## src/rtl/hr_pkg.sv

```systemverilog
// Shared types and helpers for the heart-rate measurement sequencer.
package hr_pkg;
  typedef enum logic [1:0] {
    CV_IDLE = 2'd0,
    CV_HUND = 2'd1,
    CV_TENS = 2'd2,
    CV_DONE = 2'd3
  } cv_state_t;

  localparam int BPM_MAX = 255;

  typedef logic [3:0] bcd_t;

  function automatic logic [7:0] sat_bpm(input logic [11:0] prod);
    if (prod > 12'd255) begin
      sat_bpm = 8'd255;
    end else begin
      sat_bpm = prod[7:0];
    end
  endfunction
endpackage

```

## src/rtl/heart_rate_ctrl_bin2bcd_seq.sv

```systemverilog
// Sequential subtractive binary-to-BCD converter for an 8-bit value.
module bin2bcd_seq import hr_pkg::*; (
  input  logic       clk,
  input  logic       reset,
  input  logic       start,
  input  logic [7:0] value,
  output logic       done,
  output logic       busy,
  output logic [3:0] hund,
  output logic [3:0] tens,
  output logic [3:0] ones
);
  cv_state_t  state, state_n;
  logic [7:0] work, work_n;
  bcd_t       h, h_n, t, t_n;

  // Next-state logic: one subtraction per cycle, hundreds before tens.
  always_comb begin
    state_n = state;
    work_n  = work;
    h_n     = h;
    t_n     = t;
    case (state)
      CV_IDLE: begin
        if (start) begin
          state_n = CV_HUND;
          work_n  = value;
          h_n     = 4'd0;
          t_n     = 4'd0;
        end else begin
          state_n = CV_IDLE;
        end
      end
      CV_HUND: begin
        if (work >= 8'd100) begin
          work_n = work - 8'd100;
          h_n    = h + 4'd1;
        end else begin
          state_n = CV_TENS;
        end
      end
      CV_TENS: begin
        if (work >= 8'd10) begin
          work_n = work - 8'd10;
          t_n    = t + 4'd1;
        end else begin
          state_n = CV_DONE;
        end
      end
      CV_DONE: state_n = CV_IDLE;
      default: state_n = CV_IDLE;
    endcase
  end

  // State and working registers; reset aborts any conversion.
  always_ff @(posedge clk) begin
    if (!reset) begin
      state <= CV_IDLE;
      work  <= 8'd0;
      h     <= 4'd0;
      t     <= 4'd0;
      busy  <= 1'b0;
    end else begin
      state <= state_n;
      work  <= work_n;
      h     <= h_n;
      t     <= t_n;
      busy  <= (state_n != CV_IDLE);
    end
  end

  assign done = (state == CV_DONE);
  assign hund = h;
  assign tens = t;
  assign ones = work[3:0];
endmodule

```

## src/rtl/heart_rate_ctrl_chk.sv

```systemverilog
// Protocol checker: a window must never end while a conversion is still running.
module heart_rate_ctrl_chk (
  input logic clk,
  input logic reset,
  input logic terminal,
  input logic busy
);
  a_no_overlap: assert property (@(posedge clk) disable iff (!reset) terminal |-> !busy);
endmodule

```

## src/rtl/heart_rate_ctrl.sv

```systemverilog
// Peak counting over fixed windows with refractory lockout, BPM scaling and atomic BCD publish.
module heart_rate_ctrl import hr_pkg::*; #(
  parameter int WINDOW_CYCLES  = 400_000_000,
  parameter int REFRACT_CYCLES = 12_000_000,
  parameter int BPM_SCALE      = 6,
  parameter int CNT_W          = 29
) (
  input  logic       clk,
  input  logic       reset,
  input  logic       enable,
  input  logic       peak_in,
  output logic [7:0] bpm,
  output logic [3:0] digit2,
  output logic [3:0] digit1,
  output logic [3:0] digit0,
  output logic       update,
  output logic       no_signal,
  output logic       busy
);
  localparam logic [CNT_W-1:0] WIN_MAX      = CNT_W'(WINDOW_CYCLES - 1);
  localparam logic [CNT_W-1:0] REFRACT_LOAD = CNT_W'(REFRACT_CYCLES - 1);
  localparam logic [CNT_W-1:0] CNT_ZERO     = {CNT_W{1'b0}};
  localparam logic [11:0]      SCALE12      = 12'(BPM_SCALE);

  logic             peak_d, rise, accept, terminal;
  logic [CNT_W-1:0] win_cnt, refract_cnt;
  logic [7:0]       peak_cnt, peak_cnt_next, snap, scaled;
  logic [11:0]      product;
  logic             cv_done;
  logic [3:0]       cv_h, cv_t, cv_o;

  // Accept decision and the scaled count that a terminal cycle would capture.
  always_comb begin
    rise     = peak_in & ~peak_d;
    accept   = rise & enable & (refract_cnt == CNT_ZERO);
    terminal = enable & (win_cnt == WIN_MAX);
    if (accept && (peak_cnt != 8'd255)) begin
      peak_cnt_next = peak_cnt + 8'd1;
    end else begin
      peak_cnt_next = peak_cnt;
    end
    product = {4'd0, peak_cnt_next} * SCALE12;
    scaled  = sat_bpm(product);
  end

  // Edge detect, window/peak/refractory counters and window snapshot.
  always_ff @(posedge clk) begin
    if (!reset) begin
      peak_d      <= 1'b0;
      win_cnt     <= CNT_ZERO;
      refract_cnt <= CNT_ZERO;
      peak_cnt    <= 8'd0;
      snap        <= 8'd0;
    end else begin
      peak_d <= peak_in;
      if (terminal) begin
        snap <= scaled;
      end
      if (!enable) begin
        win_cnt     <= CNT_ZERO;
        peak_cnt    <= 8'd0;
        refract_cnt <= CNT_ZERO;
      end else begin
        win_cnt  <= terminal ? CNT_ZERO : win_cnt + {{(CNT_W-1){1'b0}}, 1'b1};
        peak_cnt <= terminal ? 8'd0 : peak_cnt_next;
        if (accept) begin
          refract_cnt <= REFRACT_LOAD;
        end else if (refract_cnt != CNT_ZERO) begin
          refract_cnt <= refract_cnt - {{(CNT_W-1){1'b0}}, 1'b1};
        end
      end
    end
  end

  bin2bcd_seq u_conv (
    .clk   (clk),
    .reset (reset),
    .start (terminal),
    .value (scaled),
    .done  (cv_done),
    .busy  (busy),
    .hund  (cv_h),
    .tens  (cv_t),
    .ones  (cv_o)
  );

  // Published outputs change together, only on the conversion's final cycle.
  always_ff @(posedge clk) begin
    if (!reset) begin
      bpm       <= 8'd0;
      digit2    <= 4'd0;
      digit1    <= 4'd0;
      digit0    <= 4'd0;
      update    <= 1'b0;
      no_signal <= 1'b1;
    end else begin
      update <= cv_done;
      if (cv_done) begin
        bpm       <= snap;
        digit2    <= cv_h;
        digit1    <= cv_t;
        digit0    <= cv_o;
        no_signal <= (snap == 8'd0);
      end
    end
  end

  heart_rate_ctrl_chk u_chk (
    .clk      (clk),
    .reset    (reset),
    .terminal (terminal),
    .busy     (busy)
  );
endmodule

```

## config.mk

```make
export PLATFORM = sky130hd
export DESIGN_NAME = heart_rate_ctrl
export DESIGN_NICKNAME = d
export VERILOG_FILES = /design/src/rtl/hr_pkg.sv /design/src/rtl/heart_rate_ctrl_bin2bcd_seq.sv /design/src/rtl/heart_rate_ctrl_chk.sv /design/src/rtl/heart_rate_ctrl.sv
export SDC_FILE = /design/constraint.sdc
export NUM_CORES = 1
export LEC_CHECK = 0
export BUFFER_PORTS_ARGS = -buffer_cell sky130_fd_sc_hd__buf_2
export CAP_MARGIN = 0
export CELL_PAD_IN_SITES_DETAIL_PLACEMENT = 0
export CELL_PAD_IN_SITES_GLOBAL_PLACEMENT = 1
export CORE_ASPECT_RATIO = 1.5
export CORE_MARGIN = 1
export CORE_UTILIZATION = 23
export CTS_CLUSTER_DIAMETER = 120
export CTS_CLUSTER_SIZE = 8
export DETAILED_ROUTE_END_ITERATION = 10
export PLACE_DENSITY = 0.48
export SYNTH_ARGS = -nofsm -noshare
export SYNTH_HDL_FRONTEND = slang
export SYNTH_HIERARCHICAL = 1
export SYNTH_SLANG_ARGS = --single-unit
```

## constraint.sdc

```tcl
create_clock -name clk -period 6.1 [get_ports clk]
set_input_delay 0.915 -clock clk [delete_from_list [all_inputs] [get_ports clk]]
set_output_delay 0.915 -clock clk [all_outputs]
set_load 0.02 [all_outputs]
```

---- After elaboration in Yosys (flattened, before gate mapping) ----
Index checks and enable logic that the tools add are counted.
storage, ports and cells
  input bits .............................. 4
  output and inout bits ................... 23
  logic and storage cells ................. 76
  register bits ........................... 116
operators by class
  bitwise operators ....................... 7
  add/sub/neg operators ................... 7
  reductions and logical operators ........ 16
  magnitude comparators ................... 3
  eq/ne operators ......................... 8
  multipliers ............................. 1
  muxes and demuxes ....................... 17
operator list
  operator                 number
  $mux W24                 2
  $mux W8                  5
  $add A29 B1 Y29 const B  1
  $eq A29 B29 Y1 const B   1
  $logic_not A29 Y1        1
  $reduce_bool A29 Y1      1
  $sub A29 B1 Y29 const B  1
  $pmux W8 S3              1
  $pmux W4 S2              2
  $mux W4                  3
  $gt A11 B8 Y1 const B    1
  $mul A8 B2 Y10 const B   1
  $add A4 B1 Y4 const B    2
  $add A8 B1 Y8 const B    1
  $ge A8 B4 Y1 const B     1
  $ge A8 B7 Y1 const B     1
  $logic_not A8 Y1         1
  $ne A8 B8 Y1 const B     1
  $pmux W2 S4              1
  $reduce_bool A2 Y1       4
  $sub A8 B4 Y8 const B    1
  $sub A8 B7 Y8 const B    1
  $reduce_and A3 Y1        2
  $reduce_or A3 Y1         2
  13 further kinds         21

---- Longest topological paths before layout ----
  word-level depth ........................ 11
  depth in mapped cells ................... 20
  gate-level depth less buffers ........... 19

---- Cells and area by module ----
Netlist, hierarchy kept.
by module, submodules not included
  module           area each (um^2)  seq. area each (um^2)  cells an instance  times used
  heart_rate_ctrl  4765.8            1941.9                 559                1
  bin2bcd_seq      1372.6            380.4                  166                1

---- Worst setup path before layout ----
Ideal clock, no wire load.
  path type ............................... reg-to-reg
  start point ............................. register refract_cnt[4]
  end point ............................... register u_conv.work[7]
  setup time .............................. 0.131 ns
  data required time ...................... 5.969 ns
  period minus slack after synthesis ...... 4.573 ns
  slack ................................... 1.527 ns
  arrival time ............................ 4.442 ns
  cell stages (with the launch flop) ...... 19
  buffers on the path ..................... 2
  cell sequence ........................... dfxtp_1 -> or4_4 -> or4_1 -> buf_2 -> nor4_1 -> nand2_1 -> o41ai_1 -> inv_1 -> ha_1 -> and2_1 -> nor2_1 -> nand2_1 -> a211o_1 -> a32oi_4 -> buf_6 -> nand2_1 -> a32oi_1 -> o31a_1 -> o32ai_1
between the ends
  word-level cells in the longest chain between the ends .. 9
ends and longest elaborated chain
  what                        line                               RTL
  start: declaration          heart_rate_ctrl.sv:26              logic [CNT_W-1:0] win_cnt, refract_cnt;
  start signal: assignment    heart_rate_ctrl.sv:69              refract_cnt <= refract_cnt - {{(CNT_W-1){1'b0}}, 1'b1};
  $logic_not A29 Y1 (*)       heart_rate_ctrl.sv:35              accept = rise & enable & (refract_cnt == CNT_ZERO);
  $and A1 B1 Y1 (*)           heart_rate_ctrl.sv:35
  $logic_and A1 B1 Y1 (*)     heart_rate_ctrl.sv:37              if (accept && (peak_cnt != 8'd255)) begin
  $mux W8 (*)                 heart_rate_ctrl.sv:37
  named net peak_cnt_next[6]  heart_rate_ctrl.sv:27              logic [7:0] peak_cnt, peak_cnt_next, snap, scaled;
  $mul A8 B2 Y10 (*)          heart_rate_ctrl.sv:42              product = {4'd0, peak_cnt_next} * SCALE12;
  $gt A11 B8 Y1               hr_pkg.sv:15                       if (prod > 12'd255) begin
  $mux W8 (*)                 hr_pkg.sv:15
  named net scaled[7]         heart_rate_ctrl.sv:27
  $mux W8 (*)                 heart_rate_ctrl_bin2bcd_seq.sv:25  if (start) begin
  $pmux W8 S3 (*)             heart_rate_ctrl_bin2bcd_seq.sv:23  case (state)
  end signal: assignment      heart_rate_ctrl_bin2bcd_seq.sv:65  work <= work_n;
  end: declaration            heart_rate_ctrl_bin2bcd_seq.sv:14  logic [7:0] work, work_n;
Mark *: on every way through the listed nets, which the timed path passes. The rest lies on a longest branch. The select of a mux whose other input is x is not followed.
A chain may end at the register's enable or synchronous reset.

---- Worst setup path in the final report ----
Ends and elaborated chain as after synthesis.

==> parameters.txt <==
Parameter                              Value

Status
  Status    complete, no violations

Synthesis
  Average cell area after synthesis    8.467 um2
  Most numerous cell in the Yosys netlist    sky130_fd_sc_hd__dfxtp_1
  Number of warning messages in the yosys log    6
  Register area share after synthesis    37.83%
  Post-synthesis cell type count    71
  Top area cells in the synthesized netlist    sky130_fd_sc_hd__dfxtp_1 (38%), sky130_fd_sc_hd__nor2_1 (5.6%), sky130_fd_sc_hd__xnor2_1 (4.3%)
  Register bit total from synthesis    116
  Post-synth top area cell    sky130_fd_sc_hd__dfxtp_1
  Cell count after synthesis    725
  Synth async-reset ratio    0%
  Syn Nets    750
  Top-area cell type share of the netlist area    37.83%
  Number of enable flip-flop cells after synthesis    0
  Total standard cell area after synthesis    6138 um2
  Commonest cells in the netlist    sky130_fd_sc_hd__dfxtp_1 (116), sky130_fd_sc_hd__nor2_1 (91), sky130_fd_sc_hd__nand2_1 (52)
  Top flip-flop cell by instance count after synthesis    sky130_fd_sc_hd__dfxtp_1

Setup path
  Arrival time of data at the critical path endpoint    5.71 ns
  Terminus of the critical flop-to-flop path    u_conv/work[7]$_SDFFE_PN0P_
  Critical Path End    u_conv/work[7]$_SDFFE_PN0P_
  Crit. Startpoint    refract_cnt[4]$_SDFFE_PN0P_
  Element type at the critical path end    register
  Critical path peak fanout    16
  Type of origin of the critical path    register
  Critical register-to-register path startpoint    refract_cnt[4]$_SDFFE_PN0P_
  Category of the critical setup timing path    reg -> reg
  FF-to-FF setup slack    0.68 ns
  Number of cells traversed by the worst register-to-register path    16
  Required arrival time at the worst endpoint    6.39 ns

Global routing
  Largest net degree at the start of global routing    44
  First-pass GRT wire length    26770 um
  Vias in the first global route    5124
  Total overflow reported by the global router    0
  Global routing usage summed across all routing layers    12.64%
  Antenna violations before repair    0

Power
  Switching share of power    31.59%
  Leakage power    2.603 nW
  P_sw    755.6 uW
  Share of total power in combinational logic    22.7%
  PwrDens    335.7 nW/um2
  Clock power frac    42.3%
  Flop pwr share    35.1%
  Largest vdd supply drop    0.1926 mV
  Design internal power    1.636 mW

Clock tree
  TritonCTS Buffers    17
  Number of post-CTS setup repair buffers    0
  Total of hold buffers inserted after clock tree synthesis    0
  Maximum level of the CTS H-tree    4
  Largest buffer count on any clock path    2
  Clock tree from TritonCTS    built
  Cell at the root of the clock tree    sky130_fd_sc_hd__clkbuf_16
  Clock edge transition at the registers on the reported setup and hold paths    0.06 ns
  Clock latency reported for the late side of the worst-skew pair    0.42 ns
  Clk sinks    116
  Count of cells resized by post-cts repair    0

Place
  Post-placement setup slack    0.5982 ns
  HPWL Detailed    12060 um
  Weighted congestion reported at the end of routability-driven placement    0.7698
  Port Buf Inserts    26
  Placed inst area    6529 um2
  Dpl cells    1053

Cells and area
  Number of standard cells in the final layout excluding fillers    1085
  Share of cells above drive strength 1    11.44%
  Synth-to-Final Area Change    16.06%
  Final standard cell utilization of the core    27.36%
  Nets    764
  Ant diodes    0
  Design Area, Final    7124 um2

Min path
  Number of instances on the worst hold path    1
  Startpoint of the worst hold path    refract_cnt[11]$_SDFFE_PN0P_
  Type of the tightest min-delay check    reg -> reg

Floorplanning
  Initial Utilization    23.58%
  Chip width    135.4 um
  Floorplan die area    27360 um2
  Vert. Die Dim    202.1 um
  Core Box Area    26040 um2
  Top Ports    27
  Site Rows    72

Timing
  Max-slew violation count    0
  Total of endpoints with negative setup slack in the final report    0
  Period utilization    88.86%
  Tightest slew margin relative to the limit    27.79%
  Setup repair after global routing missed its margin    no
  Final period demand of the worst path    5.420 ns
  Achievable clock frequency    184.5 MHz
  Setup slack of the critical path after layout    0.6796 ns
  Post-Route Skew    0.01127 ns
  Count of final hold-check violations    0
  Transition time at the pin with the least slew margin    1.073 ns
  Total Neg Setup Slack    0 ns

Detailed routing
  Routed wire length per instance    14.95 um
  1st-pass router iterations    4
  Detailed-route wire length    16220 um
  Initial drt markers    157
  Post-detailed-route DRC marker count    0
  Remaining antenna violation count after routing    0
  Post-DR vias/cell    4.697
  Total via count in the routed design    5096

Flow run
  Max Cap Viol    0
==> area by class of cell <==
cell class | instances | area [um2]
flip-flops and latches | 116 | 2322
multi-input cells | 545 | 3517
well taps | 333 | 416.7
clock inverters | 12 | 128.9
fillers | 2773 | 18910
clock buffers | 20 | 466.7
inverters | 28 | 105.1
repair buffers | 31 | 167.7
==> power by group through the flow <==
| stage | combinational, mW | clock (mW) | sequential, mW |
|---|---|---|---|
| 2_1_floorplan | 0.419 | 0 | 0.843 |
| 3_3_place_gp | 0.537 | 0 | 0.851 |
| 3_5_place_dp | 0.548 | 0 | 0.854 |
| 4_1_cts | 0.552 | 1.04 | 0.838 |
| 5_1_grt | 0.621 | 1.08 | 0.845 |
| 6_report | 0.542 | 1.01 | 0.838 |
==> flip-flops by register name, indices dropped and copies added, names as in the netlist <==
| name | flops |
|---|---|
| peak_cnt | 8 |
| snap | 8 |
| refract_cnt | 29 |
| digit2 | 4 |
| win_cnt | 29 |
| u_conv/state | 2 |
| no_signal | 1 |
| digit0 | 4 |
| bpm | 8 |
| u_conv/work | 8 |
| peak_d | 1 |
| update | 1 |
| u_conv/busy | 1 |
| u_conv/hund | 4 |
| digit1 | 4 |
| u_conv/tens | 4 |
==> per-stage QoR <==
step           power [mW]  hold slack (ns)
2_1_floorplan       1.262           0.4414
3_3_place_gp        1.389           0.4590
3_5_place_dp        1.402           0.4690
4_1_cts             2.432           0.4772
5_1_grt             2.548           0.5122
6_report            2.392           0.4786
==> layer usage <==
layer | GRT usage [%] | wire length, um
met3 | 2.759 | 363
met4 | 5.177 | 303
met5 | 0 | 0
met2 | 23.13 | 8574
met1 | 13.82 | 6982
==> worst max-delay path, stage by stage (launching register included) <==
cell                      delay, ns
sky130_fd_sc_hd__dfxtp_1       0.36
sky130_fd_sc_hd__or4_4         0.58
sky130_fd_sc_hd__or4_1         0.64
sky130_fd_sc_hd__nor4_1        0.63
sky130_fd_sc_hd__nand2_1       0.32
sky130_fd_sc_hd__o41ai_1       0.58
sky130_fd_sc_hd__inv_1         0.16
sky130_fd_sc_hd__ha_1          0.37
sky130_fd_sc_hd__and2_1        0.19
sky130_fd_sc_hd__nor2_1        0.08
sky130_fd_sc_hd__nand2_1       0.06
sky130_fd_sc_hd__a211o_1       0.32
sky130_fd_sc_hd__a32oi_4       0.47
sky130_fd_sc_hd__nand2_1       0.11
sky130_fd_sc_hd__a32oi_1       0.18
sky130_fd_sc_hd__o31a_1        0.16
sky130_fd_sc_hd__o32ai_1       0.07
==> worst min-delay path by stage <==
stage	to	slack [ns]
after CTS	refract_cnt[11]$_SDFFE_PN0P_	0.48
after global placement	refract_cnt[14]$_SDFFE_PP0N_	0.46
after global routing	refract_cnt[14]$_SDFFE_PP0N_	0.51
after detailed placement	refract_cnt[11]$_SDFFE_PN0P_	0.47
final	refract_cnt[11]$_SDFFE_PN0P_	0.48
after floorplan	win_cnt[0]$_SDFF_PP0_	0.44
==> kinds of logic after synthesis <==
logic type / synth area share, %
adder cells (fa/ha/maj): 4.403
flip-flops: 37.83
XOR/XNOR: 7.419
multiplexers: 4.484
AND/OR/NAND/NOR: 27.70
AO/OA/AOI/OAI: 13.29
buffers and inverters: 4.871
==> placed cells by master, fill, tap and decap left out, drive strengths merged, types with 3 or more instances in the layout <==
master    synthesis  routed
a211oi           14      14
or2               3       3
ha               20      20
nor4             19      19
or3              10      10
clkbuf           25      20
nor2             91      91
clkinvlp          0       3
nand2b            9       9
buf              11      31
nand2            52      52
and2              8       8
a32oi             4       4
xnor2            30      30
or4              11      11
o21ai            23      23
nor3             28      28
o211ai            8       8
nand3            33      33
o31ai             4       4
nor2b            24      24
clkinv            0       6
dfxtp           116     116
nand4            10      10
nor3b             3       3
mux2i            26      26
xor2             22      22
a31oi            14      14
or3b              3       3
a21oi            25      25
nor4b             3       3
and3             10      10
o2111ai           3       3
inv              28      29
No activity file was read; power rests on OpenSTA's default activity.
